===== config.mk =====
export PLATFORM = sky130hd
export DESIGN_NAME = fifo_rr_sched
export DESIGN_NICKNAME = d
export VERILOG_FILES = /design/src/rtl/fifo_rr_sched.sv
export SDC_FILE = /design/constraint.sdc
export NUM_CORES = 1
export LEC_CHECK = 0
export ABC_AREA = 1
export CAP_MARGIN = 40
export CELL_PAD_IN_SITES_DETAIL_PLACEMENT = 0
export CELL_PAD_IN_SITES_GLOBAL_PLACEMENT = 2
export CORE_MARGIN = 4
export CORE_UTILIZATION = 31
export DETAILED_ROUTE_END_ITERATION = 12
export DONT_BUFFER_PORTS = 1
export PLACE_DENSITY = 0.76
export SETUP_SLACK_MARGIN = 0.02
export SLEW_MARGIN = 5
export SYNTH_ARGS = -nofsm -noshare
export SYNTH_HDL_FRONTEND = slang
export SYNTH_SLANG_ARGS = --single-unit

===== constraint.sdc =====
create_clock -name clk -period 1.9 [get_ports clk]
set_clock_uncertainty 0.15 [all_clocks]
set_input_delay 0.285 -clock clk [delete_from_list [all_inputs] [get_ports clk]]
set_output_delay 0.285 -clock clk [all_outputs]
set_load 0.005 [all_outputs]

===== src/rtl/fifo_rr_sched.sv =====
// -----------------------------------------------------------------------------
// fifo_rr_sched
//
// Round-robin read scheduler. Drains NUM_Q independent FIFOs into a single
// valid/ready output stream. Each grant reads up to BURST_MAX consecutive words
// from one queue. After that the search pointer moves past that queue, so every
// non-empty queue is served within NUM_Q-1 other grants.
//
// Per word the FSM walks ISSUE -> LOAD -> OUT:
//   ISSUE : pulse q_renable[grant] for one cycle.
//   LOAD  : the queue's registered rdata is now valid; capture it.
//   OUT   : hold out_valid/out_data/out_qid until out_ready is high.
// IDLE performs the round-robin search and adds one cycle per rotation.
//
// Ports
//   clk        rising-edge clock
//   rst        synchronous active-high reset
//   en         arbitration enable, sampled only in IDLE
//   q_empty    per-queue empty flags (bit i = queue i)
//   q_renable  per-queue read strobe; one-hot or zero; forced low during rst
//   q_rdata    concatenated queue read data; queue i at [i*DATA_WIDTH +: DATA_WIDTH]
//   out_valid  out_data/out_qid valid
//   out_ready  downstream accepts when out_valid && out_ready
//   out_data   captured word
//   out_qid    source queue of out_data
//   busy       high whenever the FSM is not in IDLE
// -----------------------------------------------------------------------------
module fifo_rr_sched #(
  parameter  int NUM_Q      = 4,
  parameter  int DATA_WIDTH = 8,
  parameter  int BURST_MAX  = 4,
  localparam int QID_WIDTH  = (NUM_Q > 1) ? $clog2(NUM_Q) : 1
) (
  input  logic                        clk,
  input  logic                        rst,
  input  logic                        en,
  input  logic [NUM_Q-1:0]            q_empty,
  output logic [NUM_Q-1:0]            q_renable,
  input  logic [NUM_Q*DATA_WIDTH-1:0] q_rdata,
  output logic                        out_valid,
  input  logic                        out_ready,
  output logic [DATA_WIDTH-1:0]       out_data,
  output logic [QID_WIDTH-1:0]        out_qid,
  output logic                        busy
);

  // The burst counter must be able to hold the value BURST_MAX itself.
  localparam int BW = (BURST_MAX > 1) ? $clog2(BURST_MAX + 1) : 1;

  typedef enum logic [1:0] {
    IDLE  = 2'd0,
    ISSUE = 2'd1,
    LOAD  = 2'd2,
    OUT   = 2'd3
  } state_t;

  state_t                 state_reg,     state_next;
  logic [QID_WIDTH-1:0]   rr_ptr_reg,    rr_ptr_next;
  logic [QID_WIDTH-1:0]   grant_reg,     grant_next;
  logic [BW-1:0]          burst_cnt_reg, burst_cnt_next;
  logic                   out_valid_reg, out_valid_next;
  logic [DATA_WIDTH-1:0]  out_data_reg,  out_data_next;
  logic [QID_WIDTH-1:0]   out_qid_reg,   out_qid_next;

  // ---------------------------------------------------------------------------
  // Round-robin candidate list. Candidate gi is queue (rr_ptr + gi) mod NUM_Q.
  // The sum has one extra bit so that a single conditional subtract completes
  // the wrap. This keeps the indices below NUM_Q even when NUM_Q is not a power
  // of two.
  // ---------------------------------------------------------------------------
  logic [QID_WIDTH:0]     cand_sum [NUM_Q];
  logic [QID_WIDTH-1:0]   cand_idx [NUM_Q];
  logic [NUM_Q-1:0]       cand_ok;

  for (genvar gi = 0; gi < NUM_Q; gi++) begin : g_cand
    assign cand_sum[gi] = {1'b0, rr_ptr_reg} + (QID_WIDTH+1)'(gi);
    assign cand_idx[gi] = (cand_sum[gi] >= (QID_WIDTH+1)'(NUM_Q))
                        ? QID_WIDTH'(cand_sum[gi] - (QID_WIDTH+1)'(NUM_Q))
                        : QID_WIDTH'(cand_sum[gi]);
    assign cand_ok[gi]  = ~q_empty[cand_idx[gi]];
  end

  // Select the first non-empty candidate. The loop scans downward so that the
  // lowest offset from rr_ptr is the one that remains.
  logic                   pick_found;
  logic [QID_WIDTH-1:0]   pick_idx;

  always_comb begin
    pick_found = 1'b0;
    pick_idx   = '0;
    for (int k = NUM_Q - 1; k >= 0; k--) begin
      if (cand_ok[k]) begin
        pick_found = 1'b1;
        pick_idx   = cand_idx[k];
      end
    end
  end

  // ---------------------------------------------------------------------------
  // Per-queue read-data slices and read strobes.
  // ---------------------------------------------------------------------------
  logic [DATA_WIDTH-1:0]  rdata_slice [NUM_Q];

  for (genvar gi = 0; gi < NUM_Q; gi++) begin : g_slice
    assign rdata_slice[gi] = q_rdata[gi*DATA_WIDTH +: DATA_WIDTH];
  end

  // The strobe is derived only from the registered grant, which makes it
  // one-hot by construction. Gating it with rst ensures that a reset in ISSUE
  // does not consume a word that would then be discarded.
  for (genvar gi = 0; gi < NUM_Q; gi++) begin : g_ren
    assign q_renable[gi] = ~rst && (state_reg == ISSUE) &&
                           (grant_reg == QID_WIDTH'(gi));
  end

  // ---------------------------------------------------------------------------
  // Burst bookkeeping helpers.
  // ---------------------------------------------------------------------------
  logic [BW-1:0]          burst_inc;
  logic [QID_WIDTH-1:0]   ptr_after_grant;

  assign burst_inc       = burst_cnt_reg + 1'b1;
  assign ptr_after_grant = (grant_reg == QID_WIDTH'(NUM_Q - 1))
                         ? '0 : grant_reg + 1'b1;

  // ---------------------------------------------------------------------------
  // Next-state / datapath logic.
  // ---------------------------------------------------------------------------
  always_comb begin
    state_next     = state_reg;
    rr_ptr_next    = rr_ptr_reg;
    grant_next     = grant_reg;
    burst_cnt_next = burst_cnt_reg;
    out_valid_next = out_valid_reg;
    out_data_next  = out_data_reg;
    out_qid_next   = out_qid_reg;

    case (state_reg)
      IDLE: begin
        if (en && pick_found) begin
          grant_next     = pick_idx;
          burst_cnt_next = '0;
          state_next     = ISSUE;
        end
      end

      // This block is the only reader of the queue, and the queue was non-empty
      // when it was granted. The strobe issued in this cycle is therefore
      // always honoured.
      ISSUE: begin
        state_next = LOAD;
      end

      LOAD: begin
        out_data_next  = rdata_slice[grant_reg];
        out_qid_next   = grant_reg;
        out_valid_next = 1'b1;
        state_next     = OUT;
      end

      OUT: begin
        if (out_ready) begin
          out_valid_next = 1'b0;
          burst_cnt_next = burst_inc;
          // Keep the grant only while the burst budget lasts and the queue
          // still holds data. Otherwise hand the search start to the next queue.
          if ((burst_inc < BW'(BURST_MAX)) && !q_empty[grant_reg]) begin
            state_next = ISSUE;
          end else begin
            rr_ptr_next = ptr_after_grant;
            state_next  = IDLE;
          end
        end
      end

      default: begin
        state_next = IDLE;
      end
    endcase
  end

  // ---------------------------------------------------------------------------
  // State registers.
  // ---------------------------------------------------------------------------
  always_ff @(posedge clk) begin
    if (rst) begin
      state_reg     <= IDLE;
      rr_ptr_reg    <= '0;
      grant_reg     <= '0;
      burst_cnt_reg <= '0;
      out_valid_reg <= 1'b0;
      out_data_reg  <= '0;
      out_qid_reg   <= '0;
    end else begin
      state_reg     <= state_next;
      rr_ptr_reg    <= rr_ptr_next;
      grant_reg     <= grant_next;
      burst_cnt_reg <= burst_cnt_next;
      out_valid_reg <= out_valid_next;
      out_data_reg  <= out_data_next;
      out_qid_reg   <= out_qid_next;
    end
  end

  assign out_valid = out_valid_reg;
  assign out_data  = out_data_reg;
  assign out_qid   = out_qid_reg;
  assign busy      = (state_reg != IDLE);

endmodule


# After elaboration in Yosys (flattened, before gate mapping)
# Index checks and enable logic that the tools add are counted.
[word_totals]
ram_bits = 0
memories = 0
latch_bits = 0
input_bits = 40
register_bits = 20
output_inout_bits = 16
mem_bits_ro = 0
elab_cells = 91
[op_classes]
multipliers = 0
div = 0
n_addsub = 9
bitwise_logic = 3
shifts = 0
n_mux = 35
eq_ne = 8
n_lt_le_gt_ge = 11
n_reduce_logical = 18
[op_table]
columns = ["op", "n"]
rows = [
  ["2-bit 2-to-1 mux", 11],
  ["8-bit binary-select mux with 2-bit select", 1],
  ["8-bit 2-to-1 mux", 2],
  ["2-bit by 3-bit less-than comparator with 1-bit output, second input constant", 5],
  ["3-bit greater-or-equal comparator, second input constant", 4],
  ["1-bit 2-to-1 mux", 11],
  ["1-bit binary-select mux with 2-bit select", 5],
  ["2-bit == test, second input constant", 4],
  ["2-bit one-hot mux with 4 select lines", 1],
  ["2-bit by 1-bit subtractor with 2-bit output, second input constant", 4],
  ["1-bit logical AND", 7],
  ["2-bit by 2-bit adder with 3-bit output, second input constant", 2],
  ["3-bit 2-to-1 mux", 2],
  ["3-bit one-hot mux with 2 select lines", 1],
  ["2-bit AND reduction", 3],
  ["3-bit AND reduction", 2],
  ["2-bit nonzero test", 3],
  ["2-bit by 1-bit == test with 1-bit output, second input constant", 2],
  ["2-bit zero test", 2],
  ["2-bit != test, second input constant", 2],
  ["2-bit by 1-bit adder with 3-bit output, second input constant", 1],
  ["3-bit by 1-bit adder with 3-bit output, second input constant", 1],
  ["2-bit by 3-bit greater-or-equal comparator with 1-bit output, second input constant", 1],
  ["3-bit less-than comparator, second input constant", 1],
  ["other kinds (5)", 6],
]

# Depth between registers and ports, before layout
[logic_depth]
ltp_word = 12
ltp_mapped = 13
ltp_nobuf = 12

# Worst setup path before layout
# OpenSTA, ideal clock, no wires.
[synth_path]
kind = "register to output"
from = "register grant_reg[1]"
to = "output q_renable[0]"
required_ns = 1.465
path_slack_ns = 0.346
arrival_time_ns = 1.119
path_stages_with_launch = 7
cell_sequence = "dfxtp_1 buf_2 inv_1 clkbuf_1 ha_1 inv_1 nor2_1"
[synth_between]
elab_chain_len = 2
[synth_lines]
columns = ["element", "line", "source"]
rows = [
  ["start, declared", "59", "logic [QID_WIDTH-1:0] grant_reg, grant_next;"],
  ["start signal, assigned", "197", "grant_reg <= grant_next;"],
  ["2-bit zero test", "113", "(grant_reg == QID_WIDTH'(gi));"],
  ["1-bit logical AND", "112", "assign q_renable[gi] = ~rst && (state_reg == ISSUE) &&"],
  ["end, declared", "38", "output logic [NUM_Q-1:0] q_renable,"],
]
# No other way between the ends.

# Final worst setup path
[layout_path]
from = "register rr_ptr_reg[0]"
to = "register burst_cnt_reg[2]"
[layout_between]
elab_chain_len = 12
word_cells_on_any_way = 30
[layout_lines]
columns = ["element", "line", "source"]
rows = [
  ["start, declared", "58", "logic [QID_WIDTH-1:0] rr_ptr_reg, rr_ptr_next;"],
  ["start signal, assigned", "196", "rr_ptr_reg <= rr_ptr_next;"],
  ["2-bit by 2-bit adder with 3-bit output", "76", "assign cand_sum[gi] = {1'b0, rr_ptr_reg} + (QID_WIDTH+1)'(gi);"],
  ["3-bit greater-or-equal comparator / 2-bit by 1-bit subtractor with 2-bit output (equally long branches)", "77, 78", ""],
  ["2-bit 2-to-1 mux", "78", "? QID_WIDTH'(cand_sum[gi] - (QID_WIDTH+1)'(NUM_Q))"],
  ["1-bit binary-select mux with 2-bit select", "80", "assign cand_ok[gi] = ~q_empty[cand_idx[gi]];"],
  ["1-bit 2-to-1 mux (not written as such)", "80", ""],
  ["1-bit 2-to-1 mux (3 in series)", "92", "if (cand_ok[k]) begin"],
  ["1-bit 2-to-1 mux (*)", "92", ""],
  ["1-bit logical AND (*)", "140", "if (en && pick_found) begin"],
  ["2-bit != test (no line) (*)", "n/a", ""],
  ["3-bit AND reduction (no line) (*)", "n/a", ""],
  ["end signal, assigned", "198", "burst_cnt_reg <= burst_cnt_next;"],
  ["end, declared", "60", "logic [BW-1:0] burst_cnt_reg, burst_cnt_next;"],
]
# Every way passes the cells marked *; elsewhere a longest branch is shown, timed or not. The select of a mux whose other input is x is not followed.
# A chain may end at the register's enable or synchronous reset.

==> impl_metrics.toml <==
[run_status]
outcome = "finished, final reports clean"

[global_route]
grt_pass1_vias = 1230
grt_pass1_wl_mm = 6.09
grt_usage = 0.127
overflow = 0
grt_max_degree = 21
met1_usage = 0.172
use_met3 = 0.0248
top_usage_layer = "met2"
antenna_found_initial = 0
grt_use_met2 = 0.207

[worst_hold_path]
hp-class = "primary input to register"
holdPathStages = 3
hold_path_end = "out_data[0]"
hold_start = "rst"

[synth]
ys_dominant_reg_cell = "dfxtp_1"
async_flop_share = 0
yosysWarnings = 0
synth.ff_latch_count = 20
synth_edf_count = 0
yosysMostFrequentCell = "nand2_1"
synth_common_cells = "nand2_1 (44), nor2_1 (42), o21ai_0 (25), inv_1 (24), dfxtp_1 (20)"
syn_area_per_cell_um2 = 6.34
syn-cell-area_um2 = 1450
syn_nets = 279
synth.area.top_cells = "dfxtp_1 (28%), nand2_1 (11%), nor2_1 (11%), ha_1 (8.6%), o21ai_0 (8.6%)"
ys_types = 27
synth_top_area_frac = 0.276
ys_seq_area_frac = 0.276
synthCells = 229
synth_area_leader_cell = "dfxtp_1"

[sta]
tightest_slew_ps = 364
period_share = 0.884
slew_headroom = 0.757
fmax_ghz = 0.595
finalSetupViolations = 0
fin_crit_ps = 1680
setup_tns_ps = 0
timing.hold.ws_ps = 29.5
finalMaxSlewViolations = 0
rsz0062_at_grt = "false"
finalHoldViolations = 0

[setup_path]
arrival_ps = 1730
crit_required_ps = 1950
cp_max_fo = 8
end_kind = "register"
start_kind = "register"
rrSetupSlack_ps = 220
crit_type = "register to register"
reg2reg_depth = 10
rr_startpoint = "rr_ptr_reg[0]"
r2r_end = "burst_cnt_reg[2]"

[clocking]
cts_buffer_depth = 2
clkSinkCount = 20
postCtsSetupBuffers = 0
cts_made_buffers = 3
htreeDepth = 1
clock_latency_ps = 260
cts_root_buf = "clkbuf_8"
clk_pin_slew_ps = 80
cts_tree = "yes"

[detailed_routing]
drc_errors = 0
wl_per_cell_um = 13.4
drtIter0Drc = 55
drt_wl_total_mm = 3.79
ant_nets = 0
vias = 1355
viasPerCell = 4.80
drtPass1Iterations = 4

[power]
p_total_mw = 1.98
net-switching-power_uw = 826
vdd_drop_max_mv = 0.467
combPwrFrac = 0.454
power_density_nw_per_um2 = 1240
clockPowerShare = 0.217
swShare = 0.416
leakage_nw = 0.751
power.share.sequential = 0.328
p_int_mw = 1.16

[final_layout]
regArea_um2 = 400
fin_nets = 281
largest_register_ffs = 8
area_delta_synth_final_pct = 9.73
multi_input_area_um2 = 900
drive_gt1_frac = 0.109
fillers = 484
diodes = 0

[floorplan]
die_w_um = 76.5
die_h_um = 76.5
dieArea_um2 = 5850
placementRows = 24
fp.coreArea_um2 = 4440
start_util = 0.327
boundaryPins = 56

[place]
port_buffers = 0
hpwlAfterDp_mm = 2.97
gp_congestion = 0.760

[flow_run]
cap_violations = 0
[timing repair]
item	in CTS	in global routing
hold buffers	1	0
hold endpoints to repair	6	0
resized for setup	0	0
[kinds of logic after synthesis]
logic type | Yosys count | synth area share
AOI/OAI and AO/OA | 51 | 0.193
adders and majority gates | 10 | 0.0861
buffers and inverters | 36 | 0.105
DFF | 20 | 0.276
and+or+nand+nor | 111 | 0.334
xor gates and xnor gates | 1 | 0.00603
[metrics by stage]
step / setup slack, ps / cells / utilization / cell area (um2)
floorplan: 346 / 229 / - / 1450
global placement: 202 / 277 / 0.340 / 1510
detailed placement: 234 / 277 / 0.340 / 1510
CTS: 184 / 282 / 0.359 / 1590
global route: 38.9 / 282 / 0.359 / 1590
finish: 219 / 282 / 0.359 / 1590
[critical path, stage by stage (launching register included)]
cell and delay [ps]:
dfxtp_1 540, nand2_1 120, nand2_1 130, nand2_1 60, nand2_1 100, nand3_2 100
nand2_2 80, nand2_4 80, nand3_2 90, nand2_1 60, a21oi_2 100
[how the worst max path moves through the flow]
stage | start | end | cells after the start
finish | rr_ptr_reg[0] | burst_cnt_reg[2] | 10
global route | rr_ptr_reg[0] | burst_cnt_reg[0] | 11
CTS | grant_reg[0] | q_renable[2] | 4
detailed placement | rr_ptr_reg[0] | burst_cnt_reg[0] | 11
global placement | rr_ptr_reg[0] | burst_cnt_reg[1] | 10
floorplan | grant_reg[1] | q_renable[0] | 6
[cell usage in the layout (no fill, tap or decap), types with 3 or more instances in the layout]
master    instances
o22ai_1           6
dfxtp_1          20
a21oi_1          11
nand2_1          44
nand2_2           6
o21ai_1           3
o211ai_1          3
buf_4             6
clkbuf_8          3
ha_1             10
inv_1            24
nor2_1           42
o21ai_0          25
nand3_1          10
[power groups by stage]
| stage | combinational (mW) | sequential (mW) | clock (mW) |
|---|---|---|---|
| after global routing | 1.05 | 0.667 | 0.463 |
| after CTS | 0.926 | 0.654 | 0.447 |
| after floorplan | 0.706 | 0.633 | 0 |
| after global placement | 0.915 | 0.666 | 0 |
| final | 0.901 | 0.651 | 0.431 |
| after detailed placement | 0.919 | 0.663 | 0 |
[area by class of cell]
type / instances / share of cell area
clock inverters: 1 / 0.0188
well taps: 52 / 0.0408
flip-flops and latches: 20 / 0.251
repair buffers: 7 / 0.0345
multi-input cells: 173 / 0.564
inverters: 26 / 0.0644
clock buffers: 3 / 0.0259
[routing by layer]
metal  vias up  wire length, um
li1        737                -
met2        36             1780
met5         -                0
met4         0               19
met1       580             1770
met3         2              218
(Power assumes the default switching activity.)
